--- config.mk ---
export PLATFORM = sky130hd
export DESIGN_NAME = mod_exp
export DESIGN_NICKNAME = d
export VERILOG_FILES = /design/src/rtl/mod_exp_pkg.sv /design/src/rtl/mod_exp_mod_mul.sv /design/src/rtl/mod_exp.sv
export SDC_FILE = /design/constraint.sdc
export NUM_CORES = 1
export LEC_CHECK = 0
export ABC_CLOCK_PERIOD_IN_PS = 10900
export CAP_MARGIN = 20
export CELL_PAD_IN_SITES_DETAIL_PLACEMENT = 1
export CELL_PAD_IN_SITES_GLOBAL_PLACEMENT = 1
export CORE_MARGIN = 10
export CORE_UTILIZATION = 44
export DETAILED_ROUTE_END_ITERATION = 10
export HOLD_SLACK_MARGIN = 0.12
export PLACE_DENSITY_LB_ADDON = 0.1
export SLEW_MARGIN = 20
export SYNTH_ARGS = -nofsm -noshare
export SYNTH_HDL_FRONTEND = slang
export SYNTH_SLANG_ARGS = --single-unit
--- constraint.sdc ---
create_clock -name clk -period 10.9 [get_ports clk]
set_clock_uncertainty 0.1 [all_clocks]
set_input_delay 1.635 -clock clk [delete_from_list [all_inputs] [get_ports clk]]
set_output_delay 1.635 -clock clk [all_outputs]
set_load 0.005 [all_outputs]
--- src/rtl/mod_exp_pkg.sv ---
// mod_exp_pkg: shared FSM state encodings and default operand width for the RSA blocks
package mod_exp_pkg;
  localparam int DEF_WIDTH = 64;
  localparam logic [1:0] ST_IDLE = 2'd0;
  localparam logic [1:0] ST_SQR  = 2'd1;
  localparam logic [1:0] ST_MUL  = 2'd2;
  localparam logic [1:0] ST_DONE = 2'd3;
endpackage

--- src/rtl/mod_exp_mod_mul.sv ---
// mod_exp_mod_mul: serial interleaved A*B mod n (1 load + WIDTH iterations); in: start_i, a_i, b_i, n_i; out: done_o pulse, p_o
module mod_exp_mod_mul import mod_exp_pkg::*; #(
  parameter int WIDTH = DEF_WIDTH
) (
  input  logic             clk,
  input  logic             rst_n,
  input  logic             start_i,
  input  logic [WIDTH-1:0] a_i,
  input  logic [WIDTH-1:0] b_i,
  input  logic [WIDTH-1:0] n_i,
  output logic             done_o,
  output logic [WIDTH-1:0] p_o
);
  localparam int CW = $clog2(WIDTH + 1);
  logic [WIDTH-1:0] a_q, b_q;
  logic [WIDTH+1:0] p_q, p_d, t;
  logic [WIDTH+2:0] d1, d2;
  logic [CW-1:0] cnt_q;
  logic run_q, done_q;
  assign t  = (p_q << 1) + {2'b00, b_q[WIDTH-1] ? a_q : '0};
  assign d1 = {1'b0, t} - {3'b000, n_i};
  assign d2 = {1'b0, t} - {2'b00, n_i, 1'b0};
  assign p_d = !d2[WIDTH+2] ? d2[WIDTH+1:0] : !d1[WIDTH+2] ? d1[WIDTH+1:0] : t;
  assign done_o = done_q;
  assign p_o = p_q[WIDTH-1:0];
  always_ff @(posedge clk or negedge rst_n)
    if (!rst_n) begin
      a_q <= '0;
      b_q <= '0;
      p_q <= '0;
      cnt_q <= '0;
      run_q <= 1'b0;
      done_q <= 1'b0;
    end else if (start_i) begin
      a_q <= a_i;
      b_q <= b_i;
      p_q <= '0;
      cnt_q <= CW'(WIDTH);
      run_q <= 1'b1;
      done_q <= 1'b0;
    end else if (run_q) begin
      p_q <= p_d;
      b_q <= b_q << 1;
      cnt_q <= cnt_q - 1'b1;
      run_q <= cnt_q != CW'(1);
      done_q <= cnt_q == CW'(1);
    end else begin
      done_q <= 1'b0;
    end
endmodule

--- src/rtl/mod_exp.sv ---
// mod_exp: bit-serial square-and-multiply RES = BASE^EXP mod N; in: start_n, base, exp, n; out: res, busy, ready_n strobe
module mod_exp import mod_exp_pkg::*; #(
  parameter int WIDTH = DEF_WIDTH
) (
  input  logic             clk,
  input  logic             rst_n,
  input  logic             start_n,
  input  logic [WIDTH-1:0] base,
  input  logic [WIDTH-1:0] exp,
  input  logic [WIDTH-1:0] n,
  output logic [WIDTH-1:0] res,
  output logic             busy,
  output logic             ready_n
);
  localparam int IW = $clog2(WIDTH);
  logic [1:0] state_q, state_d, nxt;
  logic [WIDTH-1:0] base_q, exp_q, n_q, r_q, res_q, mm_a, mm_b, mm_p;
  logic [IW-1:0] idx_q;
  logic init_q, launch_q, accept, mm_start, mm_done;
  assign accept = state_q == ST_IDLE && !start_n;
  assign nxt = (state_q == ST_SQR && exp_q[idx_q]) ? ST_MUL : (idx_q == '0) ? ST_DONE : ST_SQR;
  assign state_d = accept ? ST_SQR : mm_done ? nxt : (state_q == ST_DONE) ? ST_IDLE : state_q;
  assign mm_start = launch_q | (mm_done & (nxt != ST_DONE));
  assign mm_a = launch_q ? r_q : mm_p;
  assign mm_b = launch_q ? r_q : (nxt == ST_MUL) ? base_q : mm_p;
  assign res = res_q;
  assign busy = state_q != ST_IDLE;
  assign ready_n = state_q != ST_DONE;
  mod_exp_mod_mul #(.WIDTH(WIDTH)) u_mod_mul (
    .clk    (clk),
    .rst_n  (rst_n),
    .start_i(mm_start),
    .a_i    (mm_a),
    .b_i    (mm_b),
    .n_i    (n_q),
    .done_o (mm_done),
    .p_o    (mm_p)
  );
  always_ff @(posedge clk or negedge rst_n)
    if (!rst_n) begin
      state_q <= ST_IDLE;
      base_q <= '0;
      exp_q <= '0;
      n_q <= '0;
      r_q <= '0;
      res_q <= '0;
      idx_q <= '0;
      init_q <= 1'b0;
      launch_q <= 1'b0;
    end else begin
      state_q <= state_d;
      init_q <= accept;
      launch_q <= init_q;
      if (accept) begin
        base_q <= base;
        exp_q <= exp;
        n_q <= n;
        idx_q <= IW'(WIDTH - 1);
      end
      if (init_q)
        r_q <= (n_q == WIDTH'(1)) ? '0 : WIDTH'(1);
      else if (mm_done) begin
        r_q <= mm_p;
        if (nxt != ST_MUL && idx_q != '0) idx_q <= idx_q - 1'b1;
        if (nxt == ST_DONE) res_q <= mm_p;
      end
    end
endmodule

== Word-level counts from Yosys, hierarchy flattened ==
Index checks and enable logic that the tools add are counted.
Word-level totals
  register bits: 532
  latch bits: 0
  memory bits (writable): 0
  ROM bits: 0
  bits of input ports: 195
  output and inout bits: 66
  logic and storage cells: 76
  memories kept: 0
Cells by class
  add/sub/neg operators: 5
  multiply operators: 0
  div/mod/pow operators: 0
  $lt $le $gt $ge: 1
  equal/unequal tests: 10
  shift-type cells: 0
  muxes and demuxes: 30
  bitwise gates (word level): 3
  reduce and logical (&&, ||, !) cells: 12
Operators by type and width (count)
  64-bit two-way mux: 8
  65-bit two-way mux: 4
  66-bit by 64-bit subtractor with 67-bit output: 1
  66-bit by 65-bit subtractor with 67-bit output: 1
  66-bit by 64-bit adder with 66-bit output: 1
  64-bit by 1-bit equality test with 1-bit output (second input constant): 1
  6-bit two-way mux: 4
  7-bit two-way mux: 2
  2-bit two-way mux: 5
  7-bit by 1-bit equality test with 1-bit output (second input constant): 1
  6-bit by 7-bit < comparator with 1-bit output (second input constant): 1
  7-bit by 1-bit != test with 1-bit output (second input constant): 1
  7-bit by 1-bit subtractor with 7-bit output (second input constant): 1
  1-bit binary-select mux with 6-bit select: 1
  2-bit equality test (second input constant): 3
  6-bit logical NOT: 1
  1-bit two-way mux: 6
  2-bit != test (second input constant): 3
  2-bit nonzero test: 3
  6-bit nonzero test: 1
  6-bit by 1-bit subtractor with 6-bit output (second input constant): 1
  1-bit logical AND: 3
  3-bit AND reduction: 1
  3-bit nonzero test: 1
  6 further kinds: 6

== Logic depth before layout (Yosys ltp) ==
Gate-level depths: netlist of the first run.
  depth in word-level cells: 9
  mapped depth: 30
  gate-level depth less buffers: 26

== Modules after synthesis ==
Synthesis of the first run repeated with hierarchy kept, for this count alone.
Second synthesis, totals
  cell total of the unflattened synthesis: 3896
  area, all modules: 36411.2 µm²
Modules (own cells, without submodules)
  mod_exp_mod_mul: times used 1, cells each 2656, area an instance 21270.4 µm², sequential area each 5054.8 µm²
  mod_exp: times used 1, cells each 1240, area an instance 15140.8 µm², sequential area each 8257.9 µm²

== Worst setup path before layout of the first run ==
No wires, ideal clock.
  path kind: register to register
  from: register u_mod_mul.b_q[63]
  to: register u_mod_mul.p_q[38]
  setup time: 0.122 ns
  arrival time: 5.726 ns
  required time: 10.678 ns
  path slack: 4.952 ns
  cell stages (with the launch flop): 29
  path buffers: 5
  clock period less this slack: 5.948 ns
  path through: dfrtp_1 -> clkbuf_1 -> clkbuf_1 -> and2_1 -> ha_1 -> buf_2 -> a21oi_2 -> o21a_1 -> nor2_1 -> or4_1 -> a221oi_2 -> o21ai_1 -> a221oi_2 -> o21ai_2 -> xor2_1 -> ha_1 -> a21o_1 -> a21o_1 -> a21o_1 -> a21o_1 -> a21oi_1 -> o21ai_0 -> or4_1 -> o221ai_1 -> and3b_1 -> buf_2 -> buf_2 -> o211ai_1 -> a32o_1
Between the ends
  cells in the longest elaborated chain, start to end: 7
  elaborated cells on any way between the ends: 8
  classes of those cells: 3 x add/sub; 5 x mux
RTL lines
  from (decl): line mod_exp_mod_mul.sv:15  | logic [WIDTH-1:0] a_q, b_q;
  from (signal assigned): line mod_exp_mod_mul.sv:36  | b_q <= b_i;
  from (signal assigned): line mod_exp_mod_mul.sv:43  | b_q <= b_q << 1;
  64-bit two-way mux (*): line mod_exp_mod_mul.sv:20  | assign t = (p_q << 1) + {2'b00, b_q[WIDTH-1] ? a_q : '0};
  66-bit by 64-bit adder with 66-bit output (*): line mod_exp_mod_mul.sv:20
  66-bit by 64-bit subtractor with 67-bit output: line mod_exp_mod_mul.sv:21  | assign d1 = {1'b0, t} - {3'b000, n_i};
  65-bit two-way mux: line mod_exp_mod_mul.sv:23  | assign p_d = !d2[WIDTH+2] ? d2[WIDTH+1:0] : !d1[WIDTH+2] ? d1[WIDTH+1:0] : t;
  65-bit two-way mux (*): line mod_exp_mod_mul.sv:23
  65-bit two-way mux (*): line mod_exp_mod_mul.sv:41  | end else if (run_q) begin
  65-bit two-way mux (*): line mod_exp_mod_mul.sv:34  | end else if (start_i) begin
  to (signal assigned): line mod_exp_mod_mul.sv:42  | p_q <= p_d;
  to (decl): line mod_exp_mod_mul.sv:16  | logic [WIDTH+1:0] p_q, p_d, t;
Every way passes the cells marked *; elsewhere a longest branch is shown, timed or not. The select of a mux whose other input is x is not followed.
A chain may end at the register's enable or synchronous reset.

== Final worst setup path of the first run ==
  from: register u_mod_mul.b_q[63]
  to: register u_mod_mul.p_q[42]
Same word-level chain as after synthesis.

==> results of run 1 <==
==> state kept, by name (all words and copies together), names as in the netlist <==
| register | cells |
|---|---|
| base_q | 64 |
| exp_q | 64 |
| idx_q | 6 |
| init_q | 1 |
| launch_q | 1 |
| n_q | 64 |
| r_q | 64 |
| res | 64 |
| state_q | 2 |
| u_mod_mul.a_q | 64 |
| u_mod_mul.b_q | 64 |
| u_mod_mul.cnt_q | 7 |
| u_mod_mul.done_o | 1 |
| u_mod_mul.p_q | 65 |
| u_mod_mul.run_q | 1 |
==> synth_stat cells, types with 34 or more instances <==
library cell / count / area share
dfrtp_1: 532 / 0.37
o21ai_0: 363 / 0.051
a21oi_1: 347 / 0.048
nand2_1: 336 / 0.035
nor2_1: 295 / 0.031
mux2_2: 263 / 0.083
mux2i_1: 216 / 0.060
ha_1: 195 / 0.068
clkbuf_1: 162 / 0.017
xnor2_1: 116 / 0.028
inv_1: 112 / 0.012
a21o_1: 102 / 0.021
and2_1: 77 / 0.013
xor2_1: 63 / 0.015
a211oi_1: 51 / 0.011
nand4_1: 44 / 0.0077
nor3_1: 44 / 0.0061
buf_2: 42 / 0.0059
a31oi_1: 39 / 0.0068
nand3_1: 36 / 0.0050
o21a_1: 35 / 0.0073
o211ai_1: 34 / 0.0071
==> how the worst min path moves through the flow <==
stage	from	endpoint	depth (start not counted)
floorplan	r_q[10]	u_mod_mul.a_q[10]	2
global placement	r_q[4]	u_mod_mul.b_q[4]	2
detailed placement	r_q[42]	u_mod_mul.b_q[42]	2
CTS	r_q[40]	u_mod_mul.a_q[40]	2
global route	exp_q[9]	exp_q[9]	1
finish	base_q[54]	base_q[54]	1
==> layout make-up <==
class | instances | area (um2)
Sequential cell | 532 | 13330
Multi-Input combinational cell | 3005 | 21190
Antenna cell | 3 | 7.507
Clock buffer | 89 | 1879
Inverter | 112 | 420.4
Fill cell | 9160 | 39230
Timing Repair Buffer | 294 | 2940
Tap cell | 1060 | 1326
Clock inverter | 29 | 352.8
==> routing by layer <==
metal / part of all wire / wire length, um
met1: 0.41 / 51020
met2: 0.52 / 64600
met3: 0.033 / 4046
met4: 0.032 / 3989
met5: 0 / 0
==> logic make-up (layout without fill, tap and decap cells) <==
family	after synthesis	after routing	synth area share
flops	532	532	0.3711
other cells	0	3	0
buf+inv	344	524	0.03941
simple gates	996	996	0.1300
xor+xnor	179	179	0.04370
mux	499	499	0.1554
fa+ha+maj	198	198	0.06968
compound gates	1133	1133	0.1908
==> critical path, delay by kind of cell (launching register included) <==
family                     cells  cell delay (ps)
and+or+nand+nor                3             1070
buffers and inverters          2              840
AOI/OAI and AO/OA             17             4580
xor gates and xnor gates       1              410
adders and majority gates      3              840
DFF                            1              630
==> metrics by stage <==
stage	setup slack (ps)	area, um2	hold WS [ps]	util	instances
6_report	2280	41450	401.9	0.5137	5124
5_1_grt	1741	41440	416.2	0.5137	5123
4_1_cts	2434	41380	401.0	0.5130	5119
3_5_place_dp	2493	39150	392.5	0.4853	5001
3_3_place_gp	2681	39150	384.3	0.4853	5001
2_1_floorplan	4952	35880	365.9	-	3881
==> metrics.txt, run 1 <==
critical path endpoint u_mod_mul.p_q[42]; Setup crit end kind flip-flop; RSZ-0062 raised after global routing false; total global-route track usage 0.2584; Final setup viols 0; die outline width about 310 um; first-pass GRT wire length around 190 mm; Post-Syn Area per Cell roughly 9 um2; initial antenna violation count 4; CTS tree built; Post-Syn Area 35,880 um2; clk slew on worst S/H paths ~60 ps; DP Wirelength slightly above 90 mm; post-synthesis sequential area ratio 0.3711; Die Y between 300 and 400 um; main flop type after synthesis dfrtp_1; FFs w/ async S/R, synth 1.000; Startpoint Class flip-flop; Final TNS setup 0 ps; Nets 4,404; worst r2r src u_mod_mul.b_q[63]; final slew viol count 0; critical-path maximum fanout 31; CTS hold repair buffers 0; Syn Inst Count about 3.9k; clock buffer depth 3; met2 Use GR 0.4737; GP Congestion 0.9299; met3 Use GR 0.03000; Worst R2R Path Depth 26; Post-DRT Antenna Nets 0; Tightest Pin Transition around 1200 ps; Critical Path RT roughly 11,000 ps; io pins approximately 260; Congestion Overflow GR 0; Worst Hold Class reg2reg; area delta synth->final 15.52%; WL final around 120 mm; buffers added on ports 260; r2r setup slk about 2300 ps; status completed; clock insertion delay at the later pin of the skew report between 600 and 700 ps; Global Route met1 Usage 0.3109; routed vias/inst around 5.9; min cycle time layout 8620 ps; Row Count 104; Worst Setup SP u_mod_mul.b_q[63]; drt wl/cell approximately 24 um; Unique masters post-synth 87; Top Usage Layer GRT met2; Synth Warn # 0; DR iter-0 viols approximately 1.8k; slowest library cell on the worst path nand2_1; post-CTS resize count 0; CTS HTree Levels 3; Core ar. roughly 81,000 um2; Final Hold Fails 0; FMAX 0.1160 GHz; post-CTS setup buffer count 0; root buf cell clkbuf_16; relative slew slack 0.1920; router iterations before antenna repair 5; count of state elements after synthesis around 530; CTS Sinks between 500 and 600; max incr delay on CP between 600 and 700 ps; commonest non-fill, non-tap cell in the layout dfrtp_1; most frequent cells in the layout dfrtp_1, o21ai_0, a21oi_1; Initial Util 0.4447; number of synthesized flops with an enable pin 0; number of global-route vias before repair about 32k; Max Cap Viol 0; final worst path period share 0.7908; Crit Path Category reg2reg; DR DRC count 0; pin count of the biggest net entering global routing roughly 150; syn_nets between 4k and 5k; TritonCTS Buffers 66; DR vias about 30k; Worst R2R End u_mod_mul.p_q[42]; Die ar. 93,360 um2; Worst Path Arrival 9030 ps; share of cells above drive strength 1 0.1160
Power of run 1 is not shown: default switching activity piles up to over one toggle a cycle in this logic, so the estimate is an artifact.
==> run 2: changes to the inputs <==
Settings changed: ABC_CLOCK_PERIOD_IN_PS 10900 to 8900.
Clock period 10.9 ns to 8.9 ns, I/O delays scaled along.
==> run 2 against run 1 <==
  * Highest routed layer unchanged
  * Non-clock buffer count grew 7
  * Count of clock-buffer cells in the layout shrank 8
  * Core utilization shrank 0.19 points
  * Critical path type unchanged
  * Cell area decreased by 0.37%
  * Critical path depth is the same
  * Cell count is essentially flat
  * Register-to-register slack worse by 1500 ps
  * Die area is the same
  * Global-route usage hardly changed
  * Sequential share of layout area grew 0.12 points
  * Wire length grew 0.48%
  * Via count stayed put
==> metrics.txt, run 2 (synthesized netlist as in run 1, its figures left out) <==
status completed; first-pass GRT wire length 191.7 mm (+0.26%); root buf cell clkbuf_16; Final setup viols 0 (unchanged); number of global-route vias before repair 31.97k (+0.43%); final slew viol count 0 (unchanged); CTS hold repair buffers 0 (unchanged); TritonCTS Buffers 60 (-9.1%); FMAX 0.1232 GHz (+6.2%); initial antenna violation count 3 (-1); final worst path period share 0.9118 (+0.1210); post-CTS resize count 0 (unchanged); Initial Util 0.4447 (unchanged); CTS HTree Levels 2 (-1); register bank with the most flops u_mod_mul.p_q; die outline width 305.6 um (unchanged); Die Y 305.6 um (unchanged); Post-DRT Antenna Nets 0 (unchanged); WL final 124.2 mm (+0.48%); Startpoint Class flip-flop; router iterations before antenna repair 5 (unchanged); FILL cells 9,157 (-0.033%); max reg flops 65 (unchanged); total global-route track usage 0.2585 (about the same); Final TNS setup 0 ps (unchanged); Congestion Overflow GR 0 (unchanged); Worst Path Arrival 8580 ps (-450 ps); relative slew slack 0.1783 (-0.01373); io pins 261 (unchanged); pin count of the biggest net entering global routing 172 (+17%); Nets 4,405 (+0.023%); Die ar. 93,360 um2 (unchanged); Core ar. 80,680 um2 (unchanged); Tightest Pin Transition 1201 ps (-0.1948 ps); drt wl/cell 24.25 um (+0.50%); fin worst setup slack 784.8 ps (-1496 ps); CTS Sinks 532 (unchanged); GP Congestion 0.9220 (-0.85%); post-CTS setup buffer count 0 (unchanged); min cycle time layout 8115 ps (-504.4 ps); DR DRC count 0 (unchanged); clock buffer depth 3 (unchanged); DP Wirelength 94.63 mm (+1.3%); buffers added on ports 260 (unchanged); DR vias 30.22k (unchanged); most frequent cells in the layout dfrtp_1, o21ai_0, a21oi_1; commonest non-fill, non-tap cell in the layout dfrtp_1; DR iter-0 viols 1,851 (+4.4%); routed vias/inst 5.899 (about the same); clk slew on worst S/H paths 60 ps (about the same); clock insertion delay at the later pin of the skew report 650 ps (about the same); Final Hold Fails 0 (unchanged); CTS tree built; Setup crit end kind flip-flop; Max Cap Viol 0 (unchanged); Row Count 104 (unchanged); share of cells above drive strength 1 0.1162 (+0.0002462); Setup WS pre-CTS 1003 ps (-1490 ps); critical-path maximum fanout 19 (-39%); Worst Hold Class reg2reg; area delta synth->final 15.09%; Critical Path RT 9360 ps (-1950 ps); RSZ-0062 raised after global routing false; Crit Path Category reg2reg
## run 2: changes by cell type in the layout (fill, tap and decap cells not counted), sizes merged
cell      delta
bufinv       +3
diode        -1
clkinv       -2
clkinvlp     +1
clkbuf       -8
buf          +7
inv          -1
## run 2: metal layers
metal,routed length [um],share of wire,GRT usage,up-vias
li1,-,-,-,14272
met1,51670,0.42,0.3095,15246
met2,64590,0.52,0.4777,506
met3,3597,0.029,0.02433,198
met4,4386,0.035,0.08894,0
met5,0,0,0,-
## run 2: cell type report
type                            instances  area, um2  area share
Antenna cell                            2      5.005   0.0001212
Clock buffer                           81       1700     0.04118
Clock inverter                         30      380.4    0.009212
Inverter                              112      420.4     0.01018
Multi-Input combinational cell       3005      21190      0.5133
Sequential cell                       532      13330      0.3227
Tap cell                             1060       1326     0.03212
Timing Repair Buffer                  301       2940     0.07121
## run 2: path summary, 6_finish.rpt
path | startpoint | to | slack, ps | cells after the start
worst max-delay path | u_mod_mul.b_q[63] | u_mod_mul.p_q[0] | 780 | 26
worst min-delay path | exp_q[55] | exp_q[55] | 400 | 1
worst max register to register | u_mod_mul.b_q[63] | u_mod_mul.p_q[0] | 780 | 26
worst min register to register | exp_q[55] | exp_q[55] | 400 | 1
max in group asynchronous | rst_n | launch_q | 6360 | 3
min in group asynchronous | rst_n | n_q[8] | 580 | 1
## run 2: critical path, cell delays in order, from the launching register on
cell and delay (ps):
dfrtp_1 760, buf_4 290, and2_1 140, ha_1 270
a21oi_1 330, o211ai_1 140, a21oi_1 340, a21oi_1 210
a2111oi_4 580, o21ai_0 270, a21oi_1 340, o21ai_0 200
xnor2_1 420, ha_1 360, nand2_1 150, o211ai_1 210
a31oi_1 170, o31ai_1 140, nor3_1 140, a21o_1 190
a211oi_1 650, o221ai_1 270, and3b_1 490, buf_4 290
nand2_1 70, mux2_2 330, a21oi_1 160
## run 2: metrics by stage
step	hold WS, ps	instances	cell area, um2	util
finish	400.0	5123	41290	0.5118
global route	411.0	5122	41290	0.5118
CTS	405.0	5121	41290	0.5118
detailed placement	390.0	5010	39210	0.4860
global placement	381.6	5010	39210	0.4860
floorplan	365.9	3881	35880	-
Power of run 2 is left out for the same reason.
